`config.mk`:
```
export PLATFORM = sky130hd
export DESIGN_NAME = bram_dp_pipelined
export DESIGN_NICKNAME = d
export VERILOG_FILES = /design/src/rtl/bram_dp_pipelined.sv
export SDC_FILE = /design/constraint.sdc
export NUM_CORES = 1
export LEC_CHECK = 0
export CAP_MARGIN = 20
export CORE_ASPECT_RATIO = 0.5
export CORE_MARGIN = 8
export CORE_UTILIZATION = 50
export CTS_CLUSTER_DIAMETER = 30
export CTS_CLUSTER_SIZE = 28
export DETAILED_ROUTE_END_ITERATION = 10
export PLACE_DENSITY = 0.66
export SLEW_MARGIN = 20
export SYNTH_ARGS = -nofsm -noshare
export SYNTH_HDL_FRONTEND = slang
export SYNTH_SLANG_ARGS = --single-unit
```
`constraint.sdc`:
```
create_clock -name CLK -period 5 [get_ports CLK]
set_input_delay 1 -clock CLK [delete_from_list [all_inputs] [get_ports CLK]]
set_output_delay 1 -clock CLK [all_outputs]
set_load 0.01 [all_outputs]
```
`src/rtl/bram_dp_pipelined.sv`:
```
// ----------------------------------------------------------------------------
// bram_dp_pipelined
//   Dual-port synchronous block RAM. Port A does reads and byte-enabled writes,
//   port B is read-only. Both ports share CLK. After reset, or on init_req,
//   an internal sequencer writes zero to every word. User accesses are
//   dropped while that runs.
//
//   Read latency is 1 + OUT_REG cycles. Each accepted access gives a
//   one-cycle vld pulse. do_x holds its last value between pulses.
//
//   RDW_MODE selects what port A returns for a write:
//     0 = old word, 1 = merged new word, 2 = nothing (no vld).
//   Port B always returns the pre-write word. It raises collision together
//   with vld_b when an A write hits the same address on the same edge.
//
// Ports
//   CLK, RSTn              clock, async active-low reset
//   init_req / busy        clear request / clear in progress
//   en_a, we_a, addr_a,    port A enable, byte write enables (0 = read),
//   di_a, do_a, vld_a      address, write data, read data, valid
//   en_b, addr_b,          port B enable and address,
//   do_b, vld_b            read data, valid
//   collision              same-address A-write / B-read strobe
// ----------------------------------------------------------------------------
module bram_dp_pipelined #(
    parameter int DATA_W   = 16,
    parameter int ADDR_W   = 6,
    parameter int OUT_REG  = 1,
    parameter int RDW_MODE = 0,
    parameter int NBYTE    = DATA_W / 8
) (
    input  logic              CLK,
    input  logic              RSTn,
    input  logic              init_req,
    output logic              busy,
    input  logic              en_a,
    input  logic [NBYTE-1:0]  we_a,
    input  logic [ADDR_W-1:0] addr_a,
    input  logic [DATA_W-1:0] di_a,
    output logic [DATA_W-1:0] do_a,
    output logic              vld_a,
    input  logic              en_b,
    input  logic [ADDR_W-1:0] addr_b,
    output logic [DATA_W-1:0] do_b,
    output logic              vld_b,
    output logic              collision
);

    localparam int   DEPTH   = 2 ** ADDR_W;
    localparam logic S_CLEAR = 1'b0;
    localparam logic S_READY = 1'b1;

    // ------------------------------------------------------------------
    // Clear sequencer
    // ------------------------------------------------------------------
    logic              state_q, state_d;
    logic [ADDR_W-1:0] cnt_q, cnt_d;
    logic              busy_q, busy_d;

    always_comb begin
        state_d = state_q;
        cnt_d   = cnt_q;
        if (state_q == S_CLEAR) begin
            // The counter wraps to 0 on the last word. This leaves it ready
            // for the next clear.
            cnt_d = cnt_q + 1'b1;
            if (cnt_q == {ADDR_W{1'b1}}) begin
                state_d = S_READY;
            end
        end else if (init_req) begin
            state_d = S_CLEAR;
            cnt_d   = '0;
        end
        busy_d = (state_d == S_CLEAR);
    end

    always_ff @(posedge CLK or negedge RSTn) begin
        if (!RSTn) begin
            state_q <= S_CLEAR;
            cnt_q   <= '0;
            busy_q  <= 1'b1;
        end else begin
            state_q <= state_d;
            cnt_q   <= cnt_d;
            busy_q  <= busy_d;
        end
    end

    assign busy = busy_q;

    // ------------------------------------------------------------------
    // Array and access acceptance
    // ------------------------------------------------------------------
    logic [DATA_W-1:0] mem_q [DEPTH];
    logic              acc_a, acc_b, wr_a;
    logic [DATA_W-1:0] rd_a, rd_b, merged_a;

    assign acc_a = en_a & ~busy_q;
    assign acc_b = en_b & ~busy_q;
    assign wr_a  = acc_a & (|we_a);
    assign rd_a  = mem_q[addr_a];
    assign rd_b  = mem_q[addr_b];

    always_comb begin
        merged_a = rd_a;
        for (int i = 0; i < NBYTE; i++) begin
            if (we_a[i]) merged_a[8*i +: 8] = di_a[8*i +: 8];
        end
    end

    // The clear owns the write port while busy. User writes are blocked then
    // by acc_a, so there is only ever one writer.
    always_ff @(posedge CLK) begin
        if (busy_q) begin
            mem_q[cnt_q] <= '0;
        end else if (wr_a) begin
            mem_q[addr_a] <= merged_a;
        end
    end

    // ------------------------------------------------------------------
    // Stage 1: array read register
    // ------------------------------------------------------------------
    logic              s1_vld_a_q, s1_vld_a_d, s1_vld_b_q, s1_vld_b_d;
    logic              s1_col_q, s1_col_d;
    logic [DATA_W-1:0] s1_dat_a_q, s1_dat_a_d, s1_dat_b_q, s1_dat_b_d;

    always_comb begin
        s1_vld_a_d = acc_a & ~(wr_a & (RDW_MODE == 2));
        s1_dat_a_d = s1_dat_a_q;
        if (s1_vld_a_d) begin
            s1_dat_a_d = (wr_a && RDW_MODE == 1) ? merged_a : rd_a;
        end
        s1_vld_b_d = acc_b;
        s1_dat_b_d = acc_b ? rd_b : s1_dat_b_q;
        s1_col_d   = acc_b & wr_a & (addr_a == addr_b);
    end

    always_ff @(posedge CLK or negedge RSTn) begin
        if (!RSTn) begin
            s1_vld_a_q <= 1'b0;
            s1_vld_b_q <= 1'b0;
            s1_col_q   <= 1'b0;
            s1_dat_a_q <= '0;
            s1_dat_b_q <= '0;
        end else begin
            s1_vld_a_q <= s1_vld_a_d;
            s1_vld_b_q <= s1_vld_b_d;
            s1_col_q   <= s1_col_d;
            s1_dat_a_q <= s1_dat_a_d;
            s1_dat_b_q <= s1_dat_b_d;
        end
    end

    // ------------------------------------------------------------------
    // Optional stage 2: output register, loads only on stage-1 valid
    // ------------------------------------------------------------------
    if (OUT_REG != 0) begin : g_oreg
        logic              vld_a_q, vld_b_q, col_q;
        logic [DATA_W-1:0] do_a_q, do_a_d, do_b_q, do_b_d;

        always_comb begin
            do_a_d = s1_vld_a_q ? s1_dat_a_q : do_a_q;
            do_b_d = s1_vld_b_q ? s1_dat_b_q : do_b_q;
        end

        always_ff @(posedge CLK or negedge RSTn) begin
            if (!RSTn) begin
                vld_a_q <= 1'b0;
                vld_b_q <= 1'b0;
                col_q   <= 1'b0;
                do_a_q  <= '0;
                do_b_q  <= '0;
            end else begin
                vld_a_q <= s1_vld_a_q;
                vld_b_q <= s1_vld_b_q;
                col_q   <= s1_col_q;
                do_a_q  <= do_a_d;
                do_b_q  <= do_b_d;
            end
        end

        assign do_a      = do_a_q;
        assign do_b      = do_b_q;
        assign vld_a     = vld_a_q;
        assign vld_b     = vld_b_q;
        assign collision = col_q;
    end else begin : g_noreg
        assign do_a      = s1_dat_a_q;
        assign do_b      = s1_dat_b_q;
        assign vld_a     = s1_vld_a_q;
        assign vld_b     = s1_vld_b_q;
        assign collision = s1_col_q;
    end

endmodule

```
# Yosys cells after proc, flatten, opt, wreduce, memory -nomap -nowiden
# Memory sizes are Yosys's and may differ from the RTL's. A register that Yosys moved wholly into a read port is not among the register bits.
# Cells that the tools add are included.
[op_classes]
n_addsub = 1
multipliers = 0
div = 0
n_lt_le_gt_ge = 0
n_eq_ne = 3
n_shift = 0
n_mux = 15
bitwise_logic = 7
n_reduce_logical = 3
[ops]
columns = ["operator", "n"]
rows = [
  ["$mux 6", 3],
  ["$mux 16", 1],
  ["$mux 8", 2],
  ["$reduce_or 16->1", 1],
  ["$mux 1", 9],
  ["$add 6x1->6 const B", 1],
  ["$eq 6x6->1", 1],
  ["$eq 6x6->1 const B", 1],
  ["$and 1x1->1", 5],
  ["$ne 2x2->1 const B", 1],
  ["$not 1->1", 2],
  ["$reduce_or 2->1", 1],
  ["$logic_not 1->1", 1],
]
[totals]
reg_bits = 62
latch_bits = 0
ram_bits = 1024
romBits = 0
input_bits = 35
wordCells = 42
n_memories = 1
[mem_list]
columns = ["memory", "depth", "word_bits", "read_ports", "rd_ports_with_merged_regs", "write_ports", "line_no", "rtl"]
rows = [
  ["mem_q", 64, 16, 2, 1, 1, "94", "logic [DATA_W-1:0] mem_q [DEPTH];"],
]

# Logic depth before layout (Yosys ltp)
# Gate-level depths: netlist of the first run.
[logic_depth]
word_depth = 8
depth_mapped = 11
depth_no_buf = 7

# Least setup slack after synthesis of the first run
# OpenSTA, ideal clock, no wires.
[synth_path]
kind = "input to register"
from = "input port addr_a[1]"
to = "memory mem_q[0][11], data pin"
t_arrival_ns = 4.919
t_required_ns = 4.298
setup_slack_ns = -0.620
stages = 9
path_cell_list = "clkbuf_2 -> or4b_2 -> clkbuf_1 -> clkbuf_1 -> o22ai_1 -> nor3_1 -> nand4_1 -> o41ai_1 -> o21ai_0"
[synth_between]
elab_chain_len = 3
[synth_rtl]
columns = ["element", "line_no", "rtl"]
rows = [
  ["from (decl)", "38", "input logic [ADDR_W-1:0] addr_a,"],
  ["$mem_v2 64x16", "-", ""],
  ["$mux 8", "107", "if (we_a[i]) merged_a[8*i +: 8] = di_a[8*i +: 8];"],
  ["$mux 16 (no source line)", "-", ""],
  ["to (decl)", "94", ""],
]
# Every way passes these cells.

# Final worst setup path of the first run
[layout_path]
from = "input port addr_a[1]"
to = "memory mem_q[6][11], data pin"
# The elaborated chain is that of the path after synthesis.

==> impl_metrics.py, run 1 <==
metrics = {
    "synth": {
        "yosys.area.top_type": "edfxtp_1",
        "synthesis.area_um2": 51000,
        "synth_compound_area_share_pct": 5.69,
        "synth_nets": 3250,
        "yosys_register_bits": 1102,
        "synth_most_common_cell": "edfxtp_1",
        "ys_warn_count": 0,
        "async_flop_share_pct": 7.08,
        "synthMuxAreaShare_pct": 23.2,
        "synth_simple_gate_area_share_pct": 4.53,
        "synth_cell_type_count": 47,
        "synth_area_per_cell_um2": 15.9,
        "synth_flop_cell": "edfxtp_1",
        "synthCells": 3214,
        "synth-xor-area-share_pct": 0.172,
        "synth.area.top_cells": "edfxtp_1, mux2i_1, mux4_2",
        "synth_top_family_by_area": "multiplexers",
        "synth_top_cells_by_count": "edfxtp_1, mux2i_1, mux4_2, a22oi_1, nand2_1",
        "synthAdderAreaFrac_pct": 0.0245,
        "synth_top_area_share_pct": 60.3,
        "ys_seq_area_share_pct": 64.2,
        "synth_edf_count": 1024,
    },
    "die": {
        "start_util_pct": 50.6,
        "fp-row-count": 82,
        "io_pins": 71,
        "dieArea_um2": 113000,
        "die_width_um": 468,
        "dieHeight_um": 242,
        "core_area_um2": 101000,
    },
    "timing": {
        "final.setup.tns_ns": 0,
        "slew_viol_final": 0,
        "finalHoldViolations": 0,
        "whs_ns": 0.314,
        "worstMarginPinSlew_ns": 1.17,
        "rsz0062_at_grt": "no",
        "fin_crit_ns": 4.16,
        "finalCritPeriodShare_pct": 83.3,
        "slew_headroom_pct": 22.2,
        "finalSetupViolations": 0,
        "skew_ns": 0.0309,
        "max_freq_ghz": 0.240,
        "setup_ws_ns": 0.835,
    },
    "global_route": {
        "overflow": 0,
        "grt_pass1_vias": 32456,
        "grtUsageTotal_pct": 29.3,
        "grt_pass1_wl_um": 238000,
        "antenna_found_initial": 6,
        "grt_max_degree": 79,
    },
    "power": {
        "peakVddDrop_mv": 0.350,
        "seqPwrFrac_pct": 44.4,
        "p_switching_mw": 6.91,
        "p_int_mw": 18.8,
        "power_density_nw_per_um2": 429,
        "swShare_pct": 26.8,
        "total_leakage_power_nw": 21.8,
        "comb_power_share_pct": 14.1,
        "clkPwrFrac_pct": 41.5,
    },
    "placed_design": {
        "place.port_buffers": 70,
        "gp_congestion": 0.932,
        "dp_cells": 4611,
        "hpwl_um": 104000,
        "pre_cts_ws_ns": 0.260,
    },
    "clocking": {
        "clk_pin_slew_ns": 0.06,
        "ctsHtreeMaxLevel": 4,
        "cts_buffers": 147,
        "post_cts.repair.setup_buffers": 0,
        "holdBufCountCts": 0,
        "tritoncts": "built",
        "cts_resized": 0,
        "clock_latency_ns": 0.76,
        "cts_buffer_depth": 3,
        "clock_sinks": 1102,
        "root_buffer": "clkbuf_16",
    },
    "critical_path": {
        "r2r-end": "mem_q[9][12]",
        "path_common_cell": "buf_4",
        "endpoint_kind": "flop",
        "critPathLaunchType": "input pin",
        "crit_buf_inv": 6,
        "rr_worst_depth": 8,
        "r2r_start": "busy",
        "cp_data_arrival_time_ns": 4.73,
        "worstPathCellList": "clkdlybuf4s50_1, buf_4, nor2b_4, buf_4, a22oi_1, nand2_1, o22ai_1, buf_4, o41ai_1, buf_4, o21ai_4, buf_12",
        "worstSetupPathType": "input pin to flop",
        "critPathMaxFanout": 36,
        "worst_path_max_delay_cell": "clkdlybuf4s50_1",
        "critPathTopFamily": "buffers and inverters",
        "required_ns": 5.57,
        "rrSetupSlack_ns": 1.84,
        "cpPeakStageDelay_ns": 0.69,
    },
    "cells_and_area": {
        "fin_util_pct": 59.5,
        "finalNonFillerCells": 4884,
        "fin_nets": 3452,
        "drive_above_1_share_pct": 23.2,
        "syn_to_final_growth_pct": 17.5,
    },
    "detailed_routing": {
        "firstDrtPassIters": 6,
        "vias": 33239,
        "via_per_inst": 6.81,
        "drc": 0,
        "ant_nets": 0,
        "wl_um": 169000,
        "wl_per_cell_um": 34.7,
        "drtIter0Drc": 5237,
    },
    "hold_path": {
        "hold_path.class": "input pin to asynchronous set/reset pin",
    },
    "outcome": {
        "status": "finished, final reports clean",
    },
    "run": {
        "max_cap_viol_count": 0,
    },
}
==> final cells by class <==
type	instances	area, µm²
Clock inverter	92	1000
Inverter	8	30.0
Fill cell	7382	40700
Timing Repair Buffer	296	2920
Sequential cell	1102	32700
Clock buffer	178	4040
Antenna cell	3	7.51
Tap cell	1344	1680
Multi-Input combinational cell	1861	17500
==> kinds of logic (layout without fill, tap and decap cells) <==
family | count (synthesis) | after routing
flops | 1102 | 1102
fa+ha+maj | 1 | 1
other cells | 0 | 3
xor+xnor | 10 | 10
mux | 897 | 897
compound gates | 438 | 438
buf+inv | 251 | 574
simple gates | 515 | 515
==> layout by cell type, fill, tap and decap left out, drive strengths merged, types with 13 or more instances in the layout <==
cell	n
nand3	103
dfrtp	77
mux4	224
nand4	34
bufinv	15
clkbuf	178
inv	21
nand2	172
buf	233
a22oi	176
edfxtp	1024
clkdlybuf4s50	63
clkinvlp	13
mux2i	641
a21oi	64
o21ai	56
o221ai	16
o41ai	16
nor3	33
o22ai	102
mux2	32
nor2	138
clkinv	51
==> worst register-to-register path: cells and delay by family (launching register included) <==
| family | cells | cell delay (ns) |
|---|---|---|
| AND/OR/NAND/NOR | 3 | 0.80 |
| buffers and inverters | 3 | 0.80 |
| flip-flops | 1 | 0.58 |
| multiplexers | 1 | 0.48 |
| AO/OA/AOI/OAI | 1 | 0.11 |
==> state kept, by name (all words and copies together), names as in the netlist <==
| register | cells |
|---|---|
| s1_dat_b_q | 16 |
| vld_b | 1 |
| busy | 1 |
| s1_dat_a_q | 16 |
| mem_q | 1024 |
| collision | 1 |
| s1_col_q | 1 |
| state_q | 1 |
| vld_a | 1 |
| do_a | 16 |
| cnt_q | 6 |
| s1_vld_a_q | 1 |
| do_b | 16 |
| s1_vld_b_q | 1 |
==> power by group through the flow <==
stage / clock [mW] / sequential (mW) / combinational, mW
global placement: 0 / 11.6 / 3.48
detailed placement: 0 / 11.6 / 3.52
CTS: 10.8 / 11.4 / 3.54
global route: 11.1 / 11.5 / 3.74
finish: 10.7 / 11.4 / 3.62
floorplan: 0 / 11.4 / 1.85
==> metal layers <==
metal	part of all wire (%)	wire length, µm	global-route usage (%)	vias to the layer above
met3	15	24900	10.1	392
met4	4.2	7180	12.4	6
met1	38	64700	40.7	16987
li1	-	-	-	13443
met2	43	72600	42.0	2411
met5	0.041	70	0	-
==> metrics by stage <==
step | power, mW | area [µm²]
floorplan | 13.3 | 51000
global placement | 15.0 | 54900
detailed placement | 15.1 | 54900
CTS | 25.7 | 59900
global route | 26.4 | 59900
finish | 25.7 | 59900
==> how the worst max path moves through the flow <==
stage	start	to	cells past startpoint
6_report	addr_a[1]	mem_q[6][11]	12
5_1_grt	addr_a[1]	mem_q[0][11]	12
4_1_cts	addr_a[1]	mem_q[7][11]	12
3_5_place_dp	addr_a[1]	mem_q[19][11]	12
3_3_place_gp	addr_a[1]	mem_q[22][11]	12
2_1_floorplan	addr_a[1]	mem_q[0][11]	9
(Power assumes the default switching activity.)
==> run 2, diff against run 1 <==
Clock period 5 ns to 4.1 ns, I/O delays scaled along.
==> run 2 against run 1 <==
Against the previous run: clock power increased by 23%; highest routed layer unchanged; count of clock-buffer cells in the layout down 8; largest cell class unchanged; die area stayed put.
==> impl_metrics.py, run 2 (same netlist as run 1, synthesis figures left out) <==
metrics = {
    "outcome": {
        "status": "finished, final reports clean",
    },
    "global_route": {
        "use_met2_pct": 42.1,
        "overflow": 0,
        "antenna_found_initial": 2,
        "grt_pass1_wl_um": 242000,
        "grt_pass1_vias": 32671,
        "grtUsageTotal_pct": 29.8,
        "grt_most_used_layer": "met2",
        "use_met3_pct": 10.2,
        "gr-usage-met1_pct": 41.9,
        "grt_max_degree": 65,
    },
    "critical_path": {
        "required_ns": 4.57,
        "rrSetupSlack_ns": 1.10,
        "r2r-end": "mem_q[31][12]",
        "r2r_start": "busy",
        "critPathLaunchType": "input pin",
        "worstSetupPathType": "input pin to flop",
        "endpoint_kind": "flop",
        "critPathMaxFanout": 40,
        "rr_worst_depth": 7,
        "cp_data_arrival_time_ns": 4.28,
    },
    "clocking": {
        "clock_sinks": 1102,
        "cts_resized": 0,
        "root_buffer": "clkbuf_16",
        "ctsHtreeMaxLevel": 4,
        "cts_buffer_depth": 3,
        "tritoncts": "built",
        "clk_pin_slew_ns": 0.06,
        "cts_buffers": 147,
        "clock_latency_ns": 0.75,
        "post_cts.repair.setup_buffers": 0,
        "holdBufCountCts": 0,
    },
    "timing": {
        "slew_headroom_pct": 27.8,
        "max_freq_ghz": 0.263,
        "worstMarginPinSlew_ns": 1.07,
        "slew_viol_final": 0,
        "finalCritPeriodShare_pct": 92.8,
        "whs_ns": 0.201,
        "finalHoldViolations": 0,
        "setup_ws_ns": 0.297,
        "fin_crit_ns": 3.80,
        "rsz0062_at_grt": "no",
        "finalSetupViolations": 0,
        "skew_ns": 0.0218,
    },
    "die": {
        "dieArea_um2": 113000,
        "start_util_pct": 50.6,
        "fp-row-count": 82,
        "die_width_um": 468,
        "core_area_um2": 101000,
        "io_pins": 71,
        "dieHeight_um": 242,
    },
    "cells_and_area": {
        "nFillCells": 7265,
        "syn_to_final_growth_pct": 19.1,
        "largest_reg_flops": 1024,
        "final_cell_mix": "edfxtp_1, mux2i_1, mux4_2",
        "drive_above_1_share_pct": 24.1,
        "fin_nets": 3484,
        "fin_util_pct": 60.3,
        "seq_area_um2": 32700,
        "layout_commonest_cell": "edfxtp_1",
        "largest_register": "mem_q",
        "multi_input_area_um2": 17500,
    },
    "hold_path": {
        "hold_path.class": "input pin to asynchronous set/reset pin",
    },
    "run": {
        "max_cap_viol_count": 0,
    },
    "power": {
        "comb_power_share_pct": 14.3,
        "peakVddDrop_mv": 0.311,
        "swShare_pct": 26.7,
        "p_int_mw": 23.2,
        "seqPwrFrac_pct": 43.8,
        "power_density_nw_per_um2": 521,
        "clkPwrFrac_pct": 41.8,
        "p_switching_mw": 8.47,
        "total_leakage_power_nw": 22.1,
    },
    "detailed_routing": {
        "vias": 33501,
        "wl_um": 172000,
        "via_per_inst": 6.82,
        "drtIter0Drc": 5532,
        "firstDrtPassIters": 6,
        "drc": 0,
        "wl_per_cell_um": 34.9,
        "ant_nets": 0,
    },
    "placed_design": {
        "hpwl_um": 106000,
        "place.port_buffers": 70,
        "pre_cts_ws_ns": -0.168,
        "gp_congestion": 0.940,
    },
}
run 2: routing by layer:
metal  wire [µm]  vias up
met5         151        -
met4        7500        2
met3       25200      388
met2       72400     2422
met1       66300    17184
li1            -    13505
run 2: power groups by stage:
stage / logic (mW) / registers (mW) / clock network, mW
2_1_floorplan: 2.27 / 13.9 / 0
3_5_place_dp: 4.43 / 14.1 / 0
5_1_grt: 4.70 / 14.0 / 13.8
4_1_cts: 4.45 / 13.9 / 13.3
6_report: 4.54 / 13.9 / 13.2
3_3_place_gp: 4.39 / 14.0 / 0
run 2: stage by stage:
step	instances	TNS [ns]	total power, mW	area (µm²)
final	4912	0	31.7	60700
after detailed placement	4643	-10.50	18.5	55700
after CTS	4910	0	31.6	60700
after global placement	4643	-14.93	18.4	55700
after floorplan	3214	0	16.2	51000
after global routing	4911	0	32.4	60700
run 2: cell type report:
| type | instances | share of cell area [%] |
|---|---|---|
| clock inverter | 97 | 1.85 |
| timing repair buffer | 328 | 6.11 |
| clock buffer | 170 | 6.50 |
| antenna | 2 | 0.00824 |
| multi-input combinational | 1861 | 28.9 |
| sequential | 1102 | 53.8 |
| inverter | 8 | 0.0494 |
| tap | 1344 | 2.77 |
run 2: worst max-delay path, stage by stage:
cell     delay (ns)
buf_8          0.46
buf_4          0.47
buf_4          0.30
mux2i_1        0.20
o21ai_0        0.09
nor3_1         0.92
nand4_1        0.33
o41ai_1        0.25
o21ai_4        0.17
buf_12         0.21
run 2: worst max-delay path by stage:
stage                     startpoint             to  slack, ns  cells past startpoint
after floorplan            addr_a[1]   mem_q[0][11]       0.52                      9
after global placement     addr_a[0]  mem_q[22][10]      -0.24                     10
after detailed placement   addr_a[0]  mem_q[22][10]      -0.17                     10
after CTS                  addr_a[0]  mem_q[20][10]       0.61                     10
after global routing       addr_a[0]   mem_q[3][10]       0.28                     10
final                      addr_a[0]  mem_q[20][10]       0.30                     10
